--- src/rtl/pipe_pkg.sv ---
// pipe_pkg: shared state encoding, per-boundary control widths and payload field offsets
package pipe_pkg;
    localparam logic [1:0] ST_EMPTY = 2'd0;
    localparam logic [1:0] ST_ONE   = 2'd1;
    localparam logic [1:0] ST_TWO   = 2'd2;
    localparam int IFID_CTRL_W  = 1;
    localparam int IDEX_CTRL_W  = 9;
    localparam int EXMEM_CTRL_W = 5;
    localparam int MEMWB_CTRL_W = 2;
    localparam int PC_OFF   = 0;
    localparam int OPA_OFF  = 32;
    localparam int OPB_OFF  = 64;
    localparam int IMM_OFF  = 96;
    localparam int TAG_OFF  = 120;
endpackage

--- src/rtl/pipe_sat_counter.sv ---
// pipe_sat_counter: saturating up-counter with synchronous clear
module pipe_sat_counter #(
    parameter int W = 16
) (
    input  logic         clk,
    input  logic         rst,
    input  logic         clr,
    input  logic         inc,
    output logic [W-1:0] cnt
);
    always_ff @(posedge clk)
        cnt <= !rst ? '0 : clr ? '0 : (inc && !(&cnt)) ? cnt + 1'b1 : cnt;
endmodule

--- src/rtl/pipe_stage_reg.sv ---
// pipe_stage_reg: handshaked pipeline stage register with optional skid entry, flush and stall counter
module pipe_stage_reg
    import pipe_pkg::*;
#(
    parameter int CTRL_W = 8,
    parameter int DATA_W = 128,
    parameter int SKID   = 1,
    parameter int CNT_W  = 16
) (
    input  logic              clk,
    input  logic              rst,
    input  logic              flush,
    input  logic              in_valid,
    output logic              in_ready,
    input  logic [CTRL_W-1:0] in_ctrl,
    input  logic [DATA_W-1:0] in_data,
    output logic              out_valid,
    input  logic              out_ready,
    output logic [CTRL_W-1:0] out_ctrl,
    output logic [DATA_W-1:0] out_data,
    output logic [CNT_W-1:0]  stall_cnt,
    input  logic              stall_clr
);
    logic [1:0]        state, state_nxt;
    logic [CTRL_W-1:0] main_ctrl, skid_ctrl;
    logic [DATA_W-1:0] skid_data;
    logic              ready_q, accept, drain, load_main, load_skid, shift;
    assign out_valid = state != ST_EMPTY;
    assign out_ctrl  = out_valid ? main_ctrl : '0;
    assign in_ready  = (SKID != 0) ? ready_q : (!out_valid || out_ready);
    assign accept    = in_valid && in_ready;
    assign drain     = out_valid && out_ready;
    always_comb begin
        state_nxt = (state == ST_EMPTY) ? (accept ? ST_ONE : ST_EMPTY)
                  : (state == ST_ONE)   ? ((accept && !drain) ? ST_TWO : (drain && !accept) ? ST_EMPTY : ST_ONE)
                  : (drain ? ST_ONE : ST_TWO);
        load_main = accept && (state == ST_EMPTY || (state == ST_ONE && drain));
        load_skid = accept && state == ST_ONE && !drain;
        shift     = drain && state == ST_TWO;
    end
    always_ff @(posedge clk) begin
        if (!rst) begin
            state     <= ST_EMPTY;
            ready_q   <= 1'b1;
            main_ctrl <= '0;
            out_data  <= '0;
            skid_ctrl <= '0;
            skid_data <= '0;
        end else if (flush) begin
            state     <= ST_EMPTY;
            ready_q   <= 1'b1;
            main_ctrl <= '0;
            skid_ctrl <= '0;
        end else begin
            state   <= state_nxt;
            ready_q <= state_nxt != ST_TWO;
            if (load_main) begin
                main_ctrl <= in_ctrl;
                out_data  <= in_data;
            end else if (shift) begin
                main_ctrl <= skid_ctrl;
                out_data  <= skid_data;
            end
            if (load_skid) begin
                skid_ctrl <= in_ctrl;
                skid_data <= in_data;
            end
        end
    end
    pipe_sat_counter #(.W(CNT_W)) u_stall (
        .clk(clk),
        .rst(rst),
        .clr(stall_clr),
        .inc(out_valid && !out_ready),
        .cnt(stall_cnt)
    );
endmodule

--- config.mk ---
export PLATFORM = sky130hd
export DESIGN_NAME = pipe_stage_reg
export DESIGN_NICKNAME = d
export VERILOG_FILES = /design/src/rtl/pipe_pkg.sv /design/src/rtl/pipe_sat_counter.sv /design/src/rtl/pipe_stage_reg.sv
export SDC_FILE = /design/constraint.sdc
export NUM_CORES = 1
export LEC_CHECK = 0
export BUFFER_PORTS_ARGS = -buffer_cell sky130_fd_sc_hd__buf_2
export CORE_UTILIZATION = 45
export DETAILED_ROUTE_END_ITERATION = 8
export PLACE_DENSITY = 0.79
export SETUP_SLACK_MARGIN = 0.15
export SLEW_MARGIN = 10
export SYNTH_ARGS = -nofsm -noshare
export SYNTH_HDL_FRONTEND = slang
export SYNTH_SLANG_ARGS = --single-unit
--- constraint.sdc ---
create_clock -name clk -period 2 [get_ports clk]
set_input_delay 0.4 -clock clk [delete_from_list [all_inputs] [get_ports clk]]
set_output_delay 0.4 -clock clk [all_outputs]
set_load 0.01 [all_outputs]
Word level (Yosys, flattened, before mapping)
Index checks and enable logic that the tools add are counted.
{"block": "classes", "n_mux": 11, "n_reduce_logical": 24, "n_addsub": 1, "bitwise_logic": 2, "eq_ne": 3}
{"cell": "$mux 128", "n": 2}
{"cell": "$mux 8", "n": 3}
{"cell": "$add 16x1->16 const B", "n": 1}
{"cell": "$reduce_and 16->1", "n": 1}
{"cell": "$logic_and 1x1->1", "n": 11}
{"cell": "$mux 2", "n": 4}
{"cell": "$logic_not 1->1", "n": 4}
{"cell": "$reduce_and 2->1", "n": 2}
{"cell": "$reduce_bool 2->1", "n": 2}
{"cell": "$reduce_or 2->1", "n": 2}
{"cell": "$eq 2x1->1 const B", "n": 1}
{"cell": "$eq 2x2->1 const B", "n": 1}
{"cell": "$logic_not 2->1", "n": 1}
{"cell": "$mux 1", "n": 2}
{"cell": "$ne 2x2->1 const B", "n": 1}
{"cell": "$not 1->1", "n": 2}
{"cell": "$logic_or 1x1->1", "n": 1}
{"block": "totals", "inputBits": 142, "reg_bits": 291}

Longest topological paths before layout
Gate-level depths: netlist (run 1).
{"block": "logic_depth", "word_depth": 8, "mapped_depth": 8}

Hierarchy
From an unflattened synthesis (run 1), not the netlist that was laid out.
{"block": "hier_totals", "cells_unflattened": 1210, "hier_area_um2": 12084.1}
{"mod": "pipe_stage_reg", "seq_area_each_um2": 5505.3, "cells_each": 1114, "instances": 1, "area_per_inst_um2": 11229.5}
{"mod": "pipe_sat_counter", "seq_area_each_um2": 320.3, "cells_each": 96, "instances": 1, "area_per_inst_um2": 854.6}

Worst setup path after synthesis (run 1)
OpenSTA, ideal clock, no wires.
{"block": "synth_timing", "kind": "flip-flop to flip-flop", "startpoint": "register u_stall.cnt[0]", "endpoint": "register u_stall.cnt[10]", "slack_ns": 0.030, "t_arrival_ns": 1.835, "required_ns": 1.865, "path_stages_with_launch": 7, "period_less_slack_ns": 1.970, "setup_time_ns": 0.135, "cell_sequence": "dfxtp_1 ha_1 inv_1 or4_1 clkbuf_2 o311ai_0 o41ai_1"}
{"block": "synth_between", "elab_chain_len": 3}
{"item": "start, declared", "line": "pipe_sat_counter.sv:9", "source": "output logic [W-1:0] cnt"}
{"item": "start signal, assigned", "line": "pipe_sat_counter.sv:12", "source": "cnt <= !rst ? '0 : clr ? '0 : (inc && !(&cnt)) ? cnt + 1'b1 : cnt;"}
{"item": "branches (longest 3 deep; another with $add 16x1->16)"}
Several ways; the timed one is not identified.
A chain may end at the register's enable or synchronous reset.

Worst setup path after layout (run 1)
{"block": "layout_timing", "startpoint": "register state[1]", "endpoint": "register skid_data[11]"}
{"block": "layout_between", "elab_chain_len": 5}
{"item": "start, declared", "line": "pipe_stage_reg.sv:24", "source": "logic [1:0] state, state_nxt;"}
{"item": "start signal, assigned", "line": "pipe_stage_reg.sv:55", "source": "state <= state_nxt;"}
{"item": "$reduce_bool 2->1", "line": "pipe_stage_reg.sv:28", "source": "assign out_valid = state != ST_EMPTY;"}
{"item": "$logic_and 1x1->1", "line": "pipe_stage_reg.sv:32", "source": "assign drain = out_valid && out_ready;"}
{"item": "$logic_not 1->1", "line": "pipe_stage_reg.sv:38", "source": "load_skid = accept && state == ST_ONE && !drain;"}
{"item": "$logic_and 1x1->1 (*)", "line": "pipe_stage_reg.sv:38"}
{"item": "$reduce_and 2->1 (no source line) (*)"}
{"item": "end signal, assigned", "line": "pipe_stage_reg.sv:66", "source": "skid_data <= in_data;"}
{"item": "end, declared", "line": "pipe_stage_reg.sv:26", "source": "logic [DATA_W-1:0] skid_data;"}
Mark *: on every way between the ends. The rest lies on a longest branch, timed or not.

==> results of run 1 <==
## layer usage
metal,track usage,part of all wire
met5,0,0
met4,0.129,0.046
met3,0.0526,0.074
met2,0.435,0.48
met1,0.313,0.40
## worst paths after layout
| kind | cells past startpoint | from | to |
|---|---|---|---|
| worst max-delay path | 7 | state[1] | skid_data[11] |
| worst min-delay path | 3 | in_data[61] | skid_data[61] |
| worst max register to register | 7 | state[1] | skid_data[11] |
| worst min register to register | 2 | skid_data[117] | skid_data[117] |
## state kept, by name (all words and copies together) (netlist names)
| register | flops |
|---|---|
| in_ready | 1 |
| main_ctrl | 8 |
| out_data | 128 |
| skid_ctrl | 8 |
| skid_data | 128 |
| state | 2 |
| u_stall.cnt | 16 |
## metrics by stage
step / total power, mW / setup TNS [ps]
after floorplan: 7.00 / 0
after global placement: 7.61 / 0
after detailed placement: 7.65 / -46.5
after CTS: 13.4 / 0
after global routing: 14.0 / 0
final: 13.6 / 0
## cell families after synthesis
kind of cell,synth area share
buffers and inverters,0.0496
multiplexers,0.0137
AO/OA/AOI/OAI,0.234
flip-flops,0.498
AND/OR/NAND/NOR,0.202
adder cells (fa/ha/maj),0.00214
## repair_timing
action                                  CTS  global route
endpoints found under the setup margin  130           256
setup buffers                             3             7
pin swaps                                 2            15
resized for setup                        12            29
gates cloned                              3            13
hold buffers                              0             0
hold endpoints to repair                  0             0
## layout by cell type (no fill, tap or decap), types with 3 or more instances in the layout
master	n
nand4_1	6
o21bai_1	3
buf_4	36
nand3b_1	3
a311oi_1	110
buf_16	8
buf_6	5
buf_2	295
nor2_1	20
dfxtp_1	284
inv_1	6
dfxtp_2	6
a211oi_1	11
o21ai_0	8
or3_1	4
or4_1	3
a311oi_2	19
clkbuf_8	10
nand2_1	524
buf_12	14
nand3_1	4
mux2i_1	16
a21oi_1	265
clkbuf_16	40
nor2b_1	10
clkbuf_1	11
nor4_1	3
diode_2	7
## critical path, cell delays in order, from the launching register on
cell	delay, ps
dfxtp_2	370
nand3b_1	220
buf_4	180
buf_4	130
or3_4	360
buf_12	200
nand2_1	120
a21oi_1	70
## area by class of cell
cell class,instances,area (µm²),area share
timing repair buffer,367,2530,0.165
clock buffer,52,955,0.0622
multi-input combinational,1046,5490,0.357
antenna,7,17.5,0.00114
clock inverter,5,78.8,0.00513
inverter,8,37.5,0.00244
sequential,291,5840,0.380
tap,330,413,0.0269
## power by group
group / internal [mW] / switching [mW] / leakage [nW]
logic: 0.660 / 0.985 / 3.02
registers: 6.01 / 0.112 / 2.37
clock network: 3.48 / 2.34 / 0.508
==> impl_metrics.env, run 1 <==
export IMPL_outcome="complete, no violations"
export IMPL_dieWidth_um=163
export IMPL_grt_usage=0.259
export IMPL_layout_cells_non_filler=2106
export IMPL_vias_per_cell=5.75
export IMPL_antenna_found_initial=7
export IMPL_final_antenna_net_count=0
export IMPL_drc=0
export IMPL_synth_area_mm2=0.0117
export IMPL_die_area_mm2=0.0266
export IMPL_reg2reg_slack_ps=140
export IMPL_drive_above_1_share=0.259
export IMPL_gp_congestion=0.889
export IMPL_cts_sinks=291
export IMPL_clock_latency_ps=560
export IMPL_ys_seq_elements=291
export IMPL_synth_edf_count=0
export IMPL_slew_headroom=0.549
export IMPL_synth_flop_cell="dfxtp_1"
export IMPL_hpwlAfterDp_um=21200
export IMPL_dp_cells=2016
export IMPL_initialDrtViolationCount=1141
export IMPL_ys_types=38
export IMPL_setup_ws_ps=137
export IMPL_yosysMostFrequentCell="nand2_1"
export IMPL_fp_row_count=58
export IMPL_setup_violations=0
export IMPL_synthCells=1478
export IMPL_critPathKind="reg2reg"
export IMPL_synth_common_cells="nand2_1, dfxtp_1, a21oi_1, a311oi_1, clkbuf_1"
export IMPL_grt_pass1_vias=11214
export IMPL_grt_pass1_wl_um=56400
export IMPL_fp_coreArea_mm2=0.0253
export IMPL_die_y_um=163
export IMPL_skew_ps=18.9
export IMPL_io_buffers=295
export IMPL_utilization=0.606
export IMPL_cts_root_buf="clkbuf_16"
export IMPL_start_util=0.462
export IMPL_synth_warnings=0
export IMPL_fin_hold_ws_ps=85.0
export IMPL_crit_required_ps=2420
export IMPL_cts_tree="yes"
export IMPL_async_reset_ff_frac=0
export IMPL_max_slew_worst_pin_slew_ps=674
export IMPL_grt_overflow_total=0
export IMPL_fillers=2211
export IMPL_startpoint_type="flop"
export IMPL_place_area_mm2=0.0137
export IMPL_wl_per_cell_um=18.4
export IMPL_num_nets_final=1889
export IMPL_powerDensity_mw_per_mm2=884
export IMPL_dr_total_vias=12108
export IMPL_ir_drop_v=0.000610
export IMPL_clkTransAtPathRegs_ps=60
export IMPL_fin_crit_ps=1860
export IMPL_htreeDepth=1
export IMPL_wirelength_um=38800
export IMPL_critPathMaxFanout=65
export IMPL_report_final_slew_viol_count=0
export IMPL_io_pins=296
export IMPL_syn_nets=1622
export IMPL_fmax_mhz=537
export IMPL_crit_arrival_ps=2280
export IMPL_post_place_ws_ps=-33.3
export IMPL_min_path_type="in2reg"
export IMPL_end_kind="flop"
export IMPL_fin_crit_sh=0.931
export IMPL_grt_max_degree=70
export IMPL_yosysTopAreaCell="dfxtp_1"
export IMPL_ys_seq_area_frac=0.498
export IMPL_p_leak_nw=5.90
export IMPL_first_pass_iters=6
export IMPL_avgSynthCellArea_um2=7.91
export IMPL_yosys_top_cells_area="dfxtp_1, nand2_1, a21oi_1, a311oi_1, clkbuf_1"
export IMPL_hold_viol_final=0
export IMPL_rsz0062_at_grt="true"
export IMPL_final_area_mm2=0.0154
export IMPL_numCtsBuffers=31
export IMPL_synth_top_area_frac=0.498
export IMPL_drv_cap=0
export IMPL_cts_max_path_buffers=3
export IMPL_area_growth_pct=31.3
No activity file was read; power rests on OpenSTA's default activity.
==> inputs of run 2 (changes only) <==
--- a/config.mk
+++ b/config.mk
@@ -6,9 +6,9 @@
 export NUM_CORES = 1
 export LEC_CHECK = 0
 export BUFFER_PORTS_ARGS = -buffer_cell sky130_fd_sc_hd__buf_2
-export CORE_UTILIZATION = 45
+export CORE_UTILIZATION = 23
 export DETAILED_ROUTE_END_ITERATION = 8
-export PLACE_DENSITY = 0.79
+export PLACE_DENSITY = 0.49
 export SETUP_SLACK_MARGIN = 0.15
 export SLEW_MARGIN = 10
 export SYNTH_ARGS = -nofsm -noshare
==> impl_metrics.env, run 2 (synthesis gave the netlist of run 1 again) <==
export IMPL_critPathKind="reg2out"
export IMPL_fp_row_count=82
export IMPL_final_antenna_net_count=0
export IMPL_clock_latency_ps=550
export IMPL_grt_usage=0.153
export IMPL_drv_cap=0
export IMPL_reg2reg_slack_ps=200
export IMPL_cts_max_path_buffers=3
export IMPL_r2r_end="skid_data[17]"
export IMPL_cts_root_buf="clkbuf_16"
export IMPL_fp_coreArea_mm2=0.0502
export IMPL_crit_family="flip-flops"
export IMPL_skew_ps=16.4
export IMPL_clkTransAtPathRegs_ps=60
export IMPL_cts_tree="yes"
export IMPL_final_area_mm2=0.0158
export IMPL_end_kind="output pin"
export IMPL_critPathMaxFanout=9
export IMPL_layout_common_cells="nand2_1, buf_2, dfxtp_1"
export IMPL_hp_start="in_data[96]"
export IMPL_setup_violations=0
export IMPL_io_pins=296
export IMPL_path_cells="nor2_2 > nor2b_1 > buf_2"
export IMPL_grt_pass1_vias=10844
export IMPL_fillers=5329
export IMPL_timing_rr_start="state[0]"
export IMPL_slew_headroom=0.591
export IMPL_fmax_mhz=554
export IMPL_fin_hold_ws_ps=103
export IMPL_worst_path_max_delay_cell="dfxtp_4"
export IMPL_antenna_found_initial=8
export IMPL_crit_buf_inv=1
export IMPL_min_path_type="in2reg"
export IMPL_hold_viol_final=0
export IMPL_area_growth_pct=35.4
export IMPL_initialDrtViolationCount=734
export IMPL_die_area_mm2=0.0518
export IMPL_cp_slowest_stage_delay_ps=380
export IMPL_reg2regPathDepth=5
export IMPL_layout_cells_non_filler=2455
export IMPL_powerDensity_mw_per_mm2=906
export IMPL_grt_max_degree=82
export IMPL_place_area_mm2=0.0143
export IMPL_fin_crit_sh=0.902
export IMPL_grt_pass1_wl_um=62000
export IMPL_drc=0
export IMPL_multi_input_area_mm2=0.00537
export IMPL_dr_total_vias=11725
export IMPL_utilization=0.316
export IMPL_startpoint_type="flop"
export IMPL_dieWidth_um=228
export IMPL_cts_sinks=291
export IMPL_num_nets_final=1896
export IMPL_ir_drop_v=0.000446
export IMPL_final_common_cell="nand2_1"
export IMPL_outcome="complete, no violations"
export IMPL_tns_ps=0
export IMPL_crit_required_ps=1600
export IMPL_wirelength_um=42400
export IMPL_grt_overflow_total=0
export IMPL_rsz0062_at_grt="true"
export IMPL_drive_above_1_share=0.251
export IMPL_p_leak_nw=5.96
export IMPL_first_pass_iters=5
export IMPL_max_slew_worst_pin_slew_ps=613
export IMPL_numCtsBuffers=37
export IMPL_top_regs="out_data: 128 flops, skid_data: 128 flops, u_stall.cnt: 16 flops"
export IMPL_cts_hold_buf=0
export IMPL_report_final_slew_viol_count=0
export IMPL_fin_crit_ps=1800
export IMPL_final_seq_area_mm2=0.00584
export IMPL_dp_cells=2371
export IMPL_die_y_um=228
export IMPL_wl_per_cell_um=17.3
export IMPL_hpwlAfterDp_um=25600
export IMPL_start_util=0.233
export IMPL_htreeDepth=2
export IMPL_whs_path_depth=3
export IMPL_whs_endpoint="skid_data[96]"
export IMPL_gp_congestion=0.759
export IMPL_vias_per_cell=4.78
export IMPL_crit_arrival_ps=1400
export IMPL_io_buffers=295
run 2: changes by cell type in the layout (fill, tap and decap cells not counted), moves of 3 or more:
cell | before | now
clkbuf_16 | 40 | 44
dfxtp_2 | 6 | 3
clkbuf_8 | 10 | 7
a311oi_2 | 19 | 1
buf_16 | 8 | 5
buf_12 | 14 | 27
buf_6 | 5 | 0
a311oi_1 | 110 | 128
run 2: how the worst max path moves through the flow:
| stage | from | end | depth (start not counted) |
|---|---|---|---|
| after floorplan | u_stall.cnt[3] | u_stall.cnt[10] | 5 |
| after global placement | out_ready | u_stall.cnt[9] | 5 |
| after detailed placement | in_valid | out_data[123] | 7 |
| after CTS | state[1] | out_ctrl[6] | 3 |
| after global routing | state[1] | out_ctrl[2] | 3 |
| final | state[1] | out_ctrl[3] | 3 |
run 2: what timing repair did:
action,in CTS,in global routing
gates cloned,1,6
endpoints found under the setup margin,44,116
resized for setup,6,12
pin swaps,1,7
setup buffers,2,5
run 2: power by group:
group | switching (mW) | total (mW) | internal [mW]
sequential | 0.107 | 6.11 | 6.01
clock | 2.65 | 6.62 | 3.97
combinational | 0.971 | 1.62 | 0.653
run 2: routing by layer:
layer  routed length (µm)  up-vias  GRT usage  part of all wire
li1                     -     5714          -                 -
met1                18100     5607      0.189              0.43
met2                19900      330      0.250              0.47
met3                 3200       66     0.0467             0.076
met4                 1170        8     0.0563             0.028
met5                   42        -          0           0.00099
run 2: metrics by stage:
stage	power (mW)	setup slack, ps
final	14.4	196
after global routing	15.0	125
after CTS	14.5	158
after detailed placement	7.77	17.5
after global placement	7.75	42.6
after floorplan	7.00	173
run 2: area by class of cell:
cell class / count / share of cell area
clock inverter: 9 / 0.00537
antenna: 5 / 0.000790
sequential: 291 / 0.368
inverter: 8 / 0.00253
multi-input combinational: 1047 / 0.339
tap: 672 / 0.0531
clock buffer: 56 / 0.0701
timing repair buffer: 367 / 0.160
run 2: tightest hold or removal path, stage by stage:
cell and delay, ps:
buf_2 100, nand2_1 50, a21oi_1 50
